File: config.mk
export PLATFORM = sky130hd
export DESIGN_NAME = regfile_wb_arbiter
export DESIGN_NICKNAME = d
export VERILOG_FILES = /design/src/rtl/regfile_wb_arbiter.sv
export SDC_FILE = /design/constraint.sdc
export NUM_CORES = 1
export LEC_CHECK = 0
export BUFFER_PORTS_ARGS = -buffer_cell sky130_fd_sc_hd__buf_2
export CORE_MARGIN = 2
export CORE_UTILIZATION = 47
export CTS_BUF_LIST = sky130_fd_sc_hd__clkbuf_8
export DETAILED_ROUTE_END_ITERATION = 6
export GPL_TIMING_DRIVEN = 1
export PLACE_DENSITY = 0.88
export RECOVER_POWER = 100
export REMOVE_ABC_BUFFERS = 1
export SLEW_MARGIN = 0
export SYNTH_ARGS = -nofsm -noshare
export SYNTH_HDL_FRONTEND = slang
export SYNTH_SLANG_ARGS = --single-unit
File: constraint.sdc
create_clock -name i_clk -period 3.07 [get_ports i_clk]
set_clock_uncertainty 0.05 [all_clocks]
set_input_delay 0.4605 -clock i_clk [delete_from_list [all_inputs] [get_ports i_clk]]
set_output_delay 0.4605 -clock i_clk [all_outputs]
set_load 0.01 [all_outputs]
File: src/rtl/regfile_wb_arbiter.sv
// regfile_wb_arbiter: round-robin share of the register_file write port plus a pending-write scoreboard
// Ports:
//   i_clk         system clock, all state on rising edge
//   i_rst_n       synchronous active-low reset
//   i_req_valid   per-requester writeback pending
//   o_req_ready   one-hot grant, gated low while in reset
//   i_req_rd      packed dest regs, requester i at [i*AW +: AW]
//   i_req_data    packed write data, requester i at [i*XLEN +: XLEN]
//   i_mark_valid  reserve i_mark_rd for a future write
//   i_mark_rd     register being reserved
//   o_rf_we       register_file write enable
//   o_rf_rd       register_file destination
//   o_rf_data_in  register_file write data
//   o_busy_mask   bit r set while register r has a reserved, uncommitted write
module regfile_wb_arbiter #(
    parameter int NUM_REQ = 3,
    parameter int XLEN    = 32,
    parameter int AW      = 5
) (
    input  logic                    i_clk,
    input  logic                    i_rst_n,
    input  logic [NUM_REQ-1:0]      i_req_valid,
    output logic [NUM_REQ-1:0]      o_req_ready,
    input  logic [NUM_REQ*AW-1:0]   i_req_rd,
    input  logic [NUM_REQ*XLEN-1:0] i_req_data,
    input  logic                    i_mark_valid,
    input  logic [AW-1:0]           i_mark_rd,
    output logic                    o_rf_we,
    output logic [AW-1:0]           o_rf_rd,
    output logic [XLEN-1:0]         o_rf_data_in,
    output logic [31:0]             o_busy_mask
);
    localparam int PW = NUM_REQ > 1 ? $clog2(NUM_REQ) : 1;
    logic [PW-1:0]   r_rr_ptr;
    logic            r_we;
    logic [AW-1:0]   r_rd;
    logic [XLEN-1:0] r_data;
    logic [31:0]     r_busy;
    logic [PW-1:0]   w_gnt_idx;
    logic            w_any;
    logic            w_fire;
    logic [AW-1:0]   w_rd_arr [NUM_REQ];
    logic [XLEN-1:0] w_data_arr [NUM_REQ];
    logic [AW-1:0]   w_rd;
    logic [XLEN-1:0] w_data;
    logic [31:0]     w_set;
    logic [31:0]     w_clr;
    logic [31:0]     w_busy_nxt;
    for (genvar g = 0; g < NUM_REQ; g++) begin : g_unpack
        assign w_rd_arr[g]   = i_req_rd[g*AW +: AW];
        assign w_data_arr[g] = i_req_data[g*XLEN +: XLEN];
    end
    // Scan from the highest offset down so the lowest offset from r_rr_ptr is the last to win.
    always_comb begin
        w_any     = 1'b0;
        w_gnt_idx = '0;
        for (int k = NUM_REQ - 1; k >= 0; k--) begin
            if (i_req_valid[PW'((int'(r_rr_ptr) + k) % NUM_REQ)]) begin
                w_any     = 1'b1;
                w_gnt_idx = PW'((int'(r_rr_ptr) + k) % NUM_REQ);
            end
        end
    end
    assign w_fire      = w_any && i_rst_n;
    assign o_req_ready = w_fire ? NUM_REQ'(1) << w_gnt_idx : '0;
    assign w_rd        = w_rd_arr[w_gnt_idx];
    assign w_data      = w_data_arr[w_gnt_idx];
    // Clear happens before set so a re-reservation in the commit cycle survives; bit 0 never sets.
    assign w_clr      = r_we ? 32'd1 << r_rd : '0;
    assign w_set      = (i_mark_valid && i_mark_rd != '0) ? 32'd1 << i_mark_rd : '0;
    assign w_busy_nxt = ((r_busy & ~w_clr) | w_set) & ~32'd1;
    always_ff @(posedge i_clk) begin
        if (!i_rst_n) begin
            r_rr_ptr <= '0;
            r_we     <= 1'b0;
            r_rd     <= '0;
            r_data   <= '0;
            r_busy   <= '0;
        end else begin
            r_we   <= w_fire && w_rd != '0;
            r_busy <= w_busy_nxt;
            if (w_fire) begin
                r_rd     <= w_rd;
                r_data   <= w_data;
                r_rr_ptr <= w_gnt_idx == PW'(NUM_REQ - 1) ? '0 : w_gnt_idx + 1'b1;
            end
        end
    end
    assign o_rf_we      = r_we;
    assign o_rf_rd      = r_rd;
    assign o_rf_data_in = r_data;
    assign o_busy_mask  = r_busy;
endmodule

==> metrics.txt, run 1 <==
Worst path slowest cell=dfxtp_1; total congestion overflow=0; vias in the first global route=3713; register area share after synthesis=0.379; largest net degree at the start of global routing=69; area grow syn2layout=27.6%; max-slew violations=0; slowest stage delay, CP=0.34 ns; met1 Use GR=0.275; DP Wirelength=8550 um; GRT met3 Usage=0.0346; Hold Path Class=in -> reg; synth warn=0; DR vias/cell=5.45; Worst-Margin Slew=0.675 ns; crit path DAT=2.40 ns; startpoint types=flop; post-synth top area cell=dfxtp_1; Crit Path Category=reg -> out; WP data required=2.56 ns; Clock Pin Slew Worst Setup and Hold Paths=0.07 ns; core box area=7730 sq um; Post-synth top cells=dfxtp_1 (71), nor2_1 (50), nand2_1 (38); synth unique cells=47; Initial Util=0.485; top_reg_cell synth=dfxtp_1; RSZ-0062 raised after global routing=no; fin cells=723; share of layout cells above drive strength 1=0.243; Final Util=0.619; nets@finish=743; CTS tree=done; post-synthesis register bit count=71; number of cell rows=32; layer with the highest usage=met2; Post-Synthesis Cell Area=3750 sq um; clock sinks=71; P_leak=0.00213 uW; met2 usage=0.438; final setup margin=0.156 ns; first-pass detailed-route iteration total=5; Tmin final=2.91 ns; total track usage=0.240; top-count cell post-synth=dfxtp_1; Root Buffer=clkbuf_8; worst vdd ir=379 uV; H-tree depth=3; Port-buffer cells=193; synthesized instance count=441; chip height=93.3 um; EDFF count, synth=0; Hold Buf Count CTS=0; die width=93.3 um; # DRC=0; ANT nets after route=0; CP Capture Type=primary output; Slew headroom=0.549; setup violators final=0; DR iter-0 viols=174; Yosys top cell area share=0.379; # resized after CTS=0; WHS Path Cells=3; full die area=8710 sq um; Critical Path Fanout Max=8; setup_tns=0 ns; first-pass GRT wire length=16700 um; synthesized area per cell=8.50 sq um; R2R cell count=8; Area contributors post-synth=dfxtp_1 (38%), mux2i_1 (9.3%), a22o_1 (7.9%), a21boi_0 (6.4%), nor2_1 (5.0%); Async S/R FF share, synth=0; cts bufs inserted=9; Pwr Density=867 nW/um^2; WL/cell=15.1 um; status=finished clean; fin crit share=0.949; initial antenna violation count=0; Cell Chain, Critical Path=inv_1, ha_1, mux2_4, mux2_2, nor4_4, nor2b_2, and3_1, clkbuf_2; Post-CTS Setup Bufs=0; pre-CTS setup slack=0.486 ns; Ports=195; MaxCap Viol Count=0; routed via count=3941; routability congestion estimate from global placement=0.936; Peak Freq=343 MHz; clk_lat worst skew=0.33 ns; Final Hold Viols=0; maximum clock path buffer count=2; Post-Route WL=10900 um; diode count=0; dpl cells=709
-- registers in the layout, indices dropped and copies added (netlist names) --
name          flops
o_rf_we           1
r_rr_ptr          2
o_busy_mask      31
o_rf_data_in     32
o_rf_rd           5
-- final timing paths --
path	endpoint	from	slack (ns)
max reg2reg	o_rf_data_in[30]$_SDFFE_PN0P_	r_rr_ptr[1]$_SDFFE_PN0P_	0.26
max	o_req_ready[0]	r_rr_ptr[1]$_SDFFE_PN0P_	0.16
min	o_busy_mask[20]$_SDFF_PN0_	i_mark_rd[2]	0.42
min reg2reg	o_busy_mask[23]$_SDFF_PN0_	o_busy_mask[23]$_SDFF_PN0_	0.43
-- metrics by stage --
step           hold WS [ns]  cell area, sq um  total power, uW
3_5_place_dp          0.411              4730             3640
2_1_floorplan         0.450              3560             2900
5_1_grt               0.450              4780             4410
4_1_cts               0.400              4880             4230
6_report              0.420              4780             4150
3_3_place_gp          0.407              4730             3570
-- cells by family (layout without fill, tap and decap cells) --
kind of cell,Yosys count,after routing,share of synthesized area
multiplexers,37,37,0.100
AO/OA/AOI/OAI,155,155,0.279
AND/OR/NAND/NOR,138,138,0.176
adder cells (fa/ha/maj),3,3,0.0100
other,1,1,0.00100
flip-flops,71,71,0.379
buffers and inverters,36,216,0.0544
-- where the power goes --
| group | switching, uW | internal, uW |
|---|---|---|
| Sequential | 235 | 1200 |
| Combinational | 1210 | 917 |
| Clock | 309 | 272 |
-- routing by layer --
layer  up-vias  share of wire
li1       1927              -
met1      1795           0.39
met2       193           0.51
met3        26          0.071
met4         0          0.032
met5         -              0
-- cells in the final DEF, fill, tap and decap left out, drive strengths merged, types with 2 or more instances in the layout --
| master | n |
|---|---|
| nand3b | 5 |
| a21oi | 37 |
| or2 | 6 |
| o32ai | 2 |
| inv | 7 |
| a31oi | 2 |
| a22oi | 2 |
| a22o | 34 |
| mux2i | 35 |
| nor2 | 50 |
| and2 | 3 |
| buf | 125 |
| ha | 3 |
| nor2b | 9 |
| nor3b | 2 |
| nand2 | 38 |
| clkinv | 2 |
| a21boi | 35 |
| dfxtp | 71 |
| clkbuf | 82 |
| o21ai | 33 |
| mux2 | 2 |
| nand3 | 9 |
| and3 | 3 |
| nand2b | 7 |
| a311o | 2 |
| nor3 | 2 |
-- final cells by class --
class / count / area (sq um)
inverters: 4 / 15.0
multi-input cells: 334 / 2140
flip-flops and latches: 71 / 1420
well taps: 102 / 128
clock inverters: 5 / 21.3
repair buffers: 198 / 936
clock buffers: 9 / 124
fillers: 707 / 2940
-- worst max-delay path, delay by kind of cell (launching register included) --
family	cells	cell delay (ns)
flip-flops	1	0.34
AND/OR/NAND/NOR	3	0.56
adder cells (fa/ha/maj)	1	0.32
multiplexers	2	0.64
buffers and inverters	2	0.20
No activity file was read; power rests on OpenSTA's default activity.
==> inputs of run 2 (changes only) <==
--- a/config.mk
+++ b/config.mk
@@ -5,7 +5,7 @@
 export SDC_FILE = /design/constraint.sdc
 export NUM_CORES = 1
 export LEC_CHECK = 0
-export BUFFER_PORTS_ARGS = -buffer_cell sky130_fd_sc_hd__buf_2
+export BUFFER_PORTS_ARGS = -buffer_cell sky130_fd_sc_hd__clkbuf_2
 export CORE_MARGIN = 2
 export CORE_UTILIZATION = 47
 export CTS_BUF_LIST = sky130_fd_sc_hd__clkbuf_8
@@ -18,3 +18,4 @@
 export SYNTH_ARGS = -nofsm -noshare
 export SYNTH_HDL_FRONTEND = slang
 export SYNTH_SLANG_ARGS = --single-unit
+export TNS_END_PERCENT = 30
==> run 2 against run 1 <==
Effect of this change:
- first-iteration DRC count decreased by 30%
- total power increased by 0.94%
- die area unchanged
- sequential share of layout area about the same
- combinational power about the same
- maximum frequency about the same
- largest cell class unchanged
- highest routed layer unchanged
==> metrics.txt, run 2 (synthesis results as in run 1) <==
area grow syn2layout=27.8%; clock sinks=71; FF+latch area=1420 sq um; WL/cell=15.2 um; vias in the first global route=3711; Hold Buf Count CTS=0; number of cell rows=32; CTS tree=done; Worst-Margin Slew=0.677 ns; die width=93.3 um; Final Total Pwr=4190 uW; nets@finish=742; core box area=7730 sq um; Hold Path Class=reg -> reg; startpoint types=flop; diode count=0; CP Capture Type=primary output; Final Hold Viols=0; # resized after CTS=0; total congestion overflow=0; Initial Util=0.485; share of layout cells above drive strength 1=0.239; full die area=8710 sq um; DP Wirelength=8630 um; Post-Route WL=11000 um; fin cells=722; cts bufs inserted=9; Peak Freq=343 MHz; initial antenna violation count=0; dpl cells=708; most common cell after layout, fill and taps aside=clkbuf_2; routed via count=3921; first-pass detailed-route iteration total=4; total track usage=0.241; multi-input logic area=2140 sq um; largest net degree at the start of global routing=69; Filler Cell Count=697; Crit Path Category=reg -> out; Ports=195; Slew headroom=0.548; setup violators final=0; MaxCap Viol Count=0; final setup margin=0.156 ns; Tmin final=2.91 ns; Root Buffer=clkbuf_8; chip height=93.3 um; H-tree depth=3; first-pass GRT wire length=16800 um; worst vdd ir=452 uV; Post-CTS Setup Bufs=0; pre-CTS setup slack=0.502 ns; crit path DAT=2.40 ns; P_leak=0.00215 uW; # DRC=0; WHS Path Cells=1; Final Util=0.620; worst hold slack=0.428 ns; Pwr Density=874 nW/um^2; Critical Path Fanout Max=10; Port-buffer cells=193; routability congestion estimate from global placement=0.950; Clock Pin Slew Worst Setup and Hold Paths=0.07 ns; fin crit share=0.949; maximum clock path buffer count=2; R2R cell count=8; DR vias/cell=5.43; clk_lat worst skew=0.33 ns; ANT nets after route=0; most frequent cells in the layout=clkbuf_2 (121), clkbuf_1 (73), dfxtp_1 (71); WP data required=2.56 ns; status=finished clean; max reg flops=32; max-slew violations=0; DR iter-0 viols=121; RSZ-0062 raised after global routing=no
-- run 2: metal layers --
metal	vias to the layer above	track usage	share of wire
li1	1920	-	-
met1	1784	0.280	0.39
met2	195	0.430	0.51
met3	22	0.0379	0.074
met4	0	0.115	0.025
met5	-	0	0
-- run 2: critical path, cell delays in order (launching register included) --
cell	delay [ns]
dfxtp_1	0.37
inv_1	0.07
ha_1	0.41
nand2b_1	0.10
o32ai_1	0.55
o21ai_4	0.20
and3_1	0.24
clkbuf_1	0.13
-- run 2: area by class of cell --
cell class | count | area share
clock inverters | 3 | 0.00261
repair buffers | 197 | 0.194
multi-input cells | 334 | 0.446
inverters | 4 | 0.00313
well taps | 102 | 0.0266
clock buffers | 11 | 0.0316
flip-flops and latches | 71 | 0.297
-- run 2: path summary, 6_finish.rpt --
path                                                   start                            end  slack (ns)
worst min register to register  o_rf_data_in[0]$_SDFFE_PN0P_   o_rf_data_in[0]$_SDFFE_PN0P_        0.43
worst max register to register      r_rr_ptr[1]$_SDFFE_PN0P_  o_rf_data_in[30]$_SDFFE_PN0P_        0.27
worst min-delay path            o_rf_data_in[0]$_SDFFE_PN0P_   o_rf_data_in[0]$_SDFFE_PN0P_        0.43
worst max-delay path                r_rr_ptr[0]$_SDFFE_PN0P_                 o_req_ready[0]        0.16
-- run 2: power breakdown --
group,leakage [uW],switching (uW),internal (uW)
logic,0.00148,1200,912
clock network,0.0000937,313,321
registers,0.000583,235,1200
total,0.00215,1750,2440
-- run 2: stage by stage --
| stage | TNS (ns) | cell area [sq um] |
|---|---|---|
| 2_1_floorplan | -49.78 | 3560 |
| 3_3_place_gp | 0 | 4720 |
| 3_5_place_dp | 0 | 4720 |
| 4_1_cts | 0 | 4890 |
| 5_1_grt | 0 | 4790 |
| 6_report | 0 | 4790 |
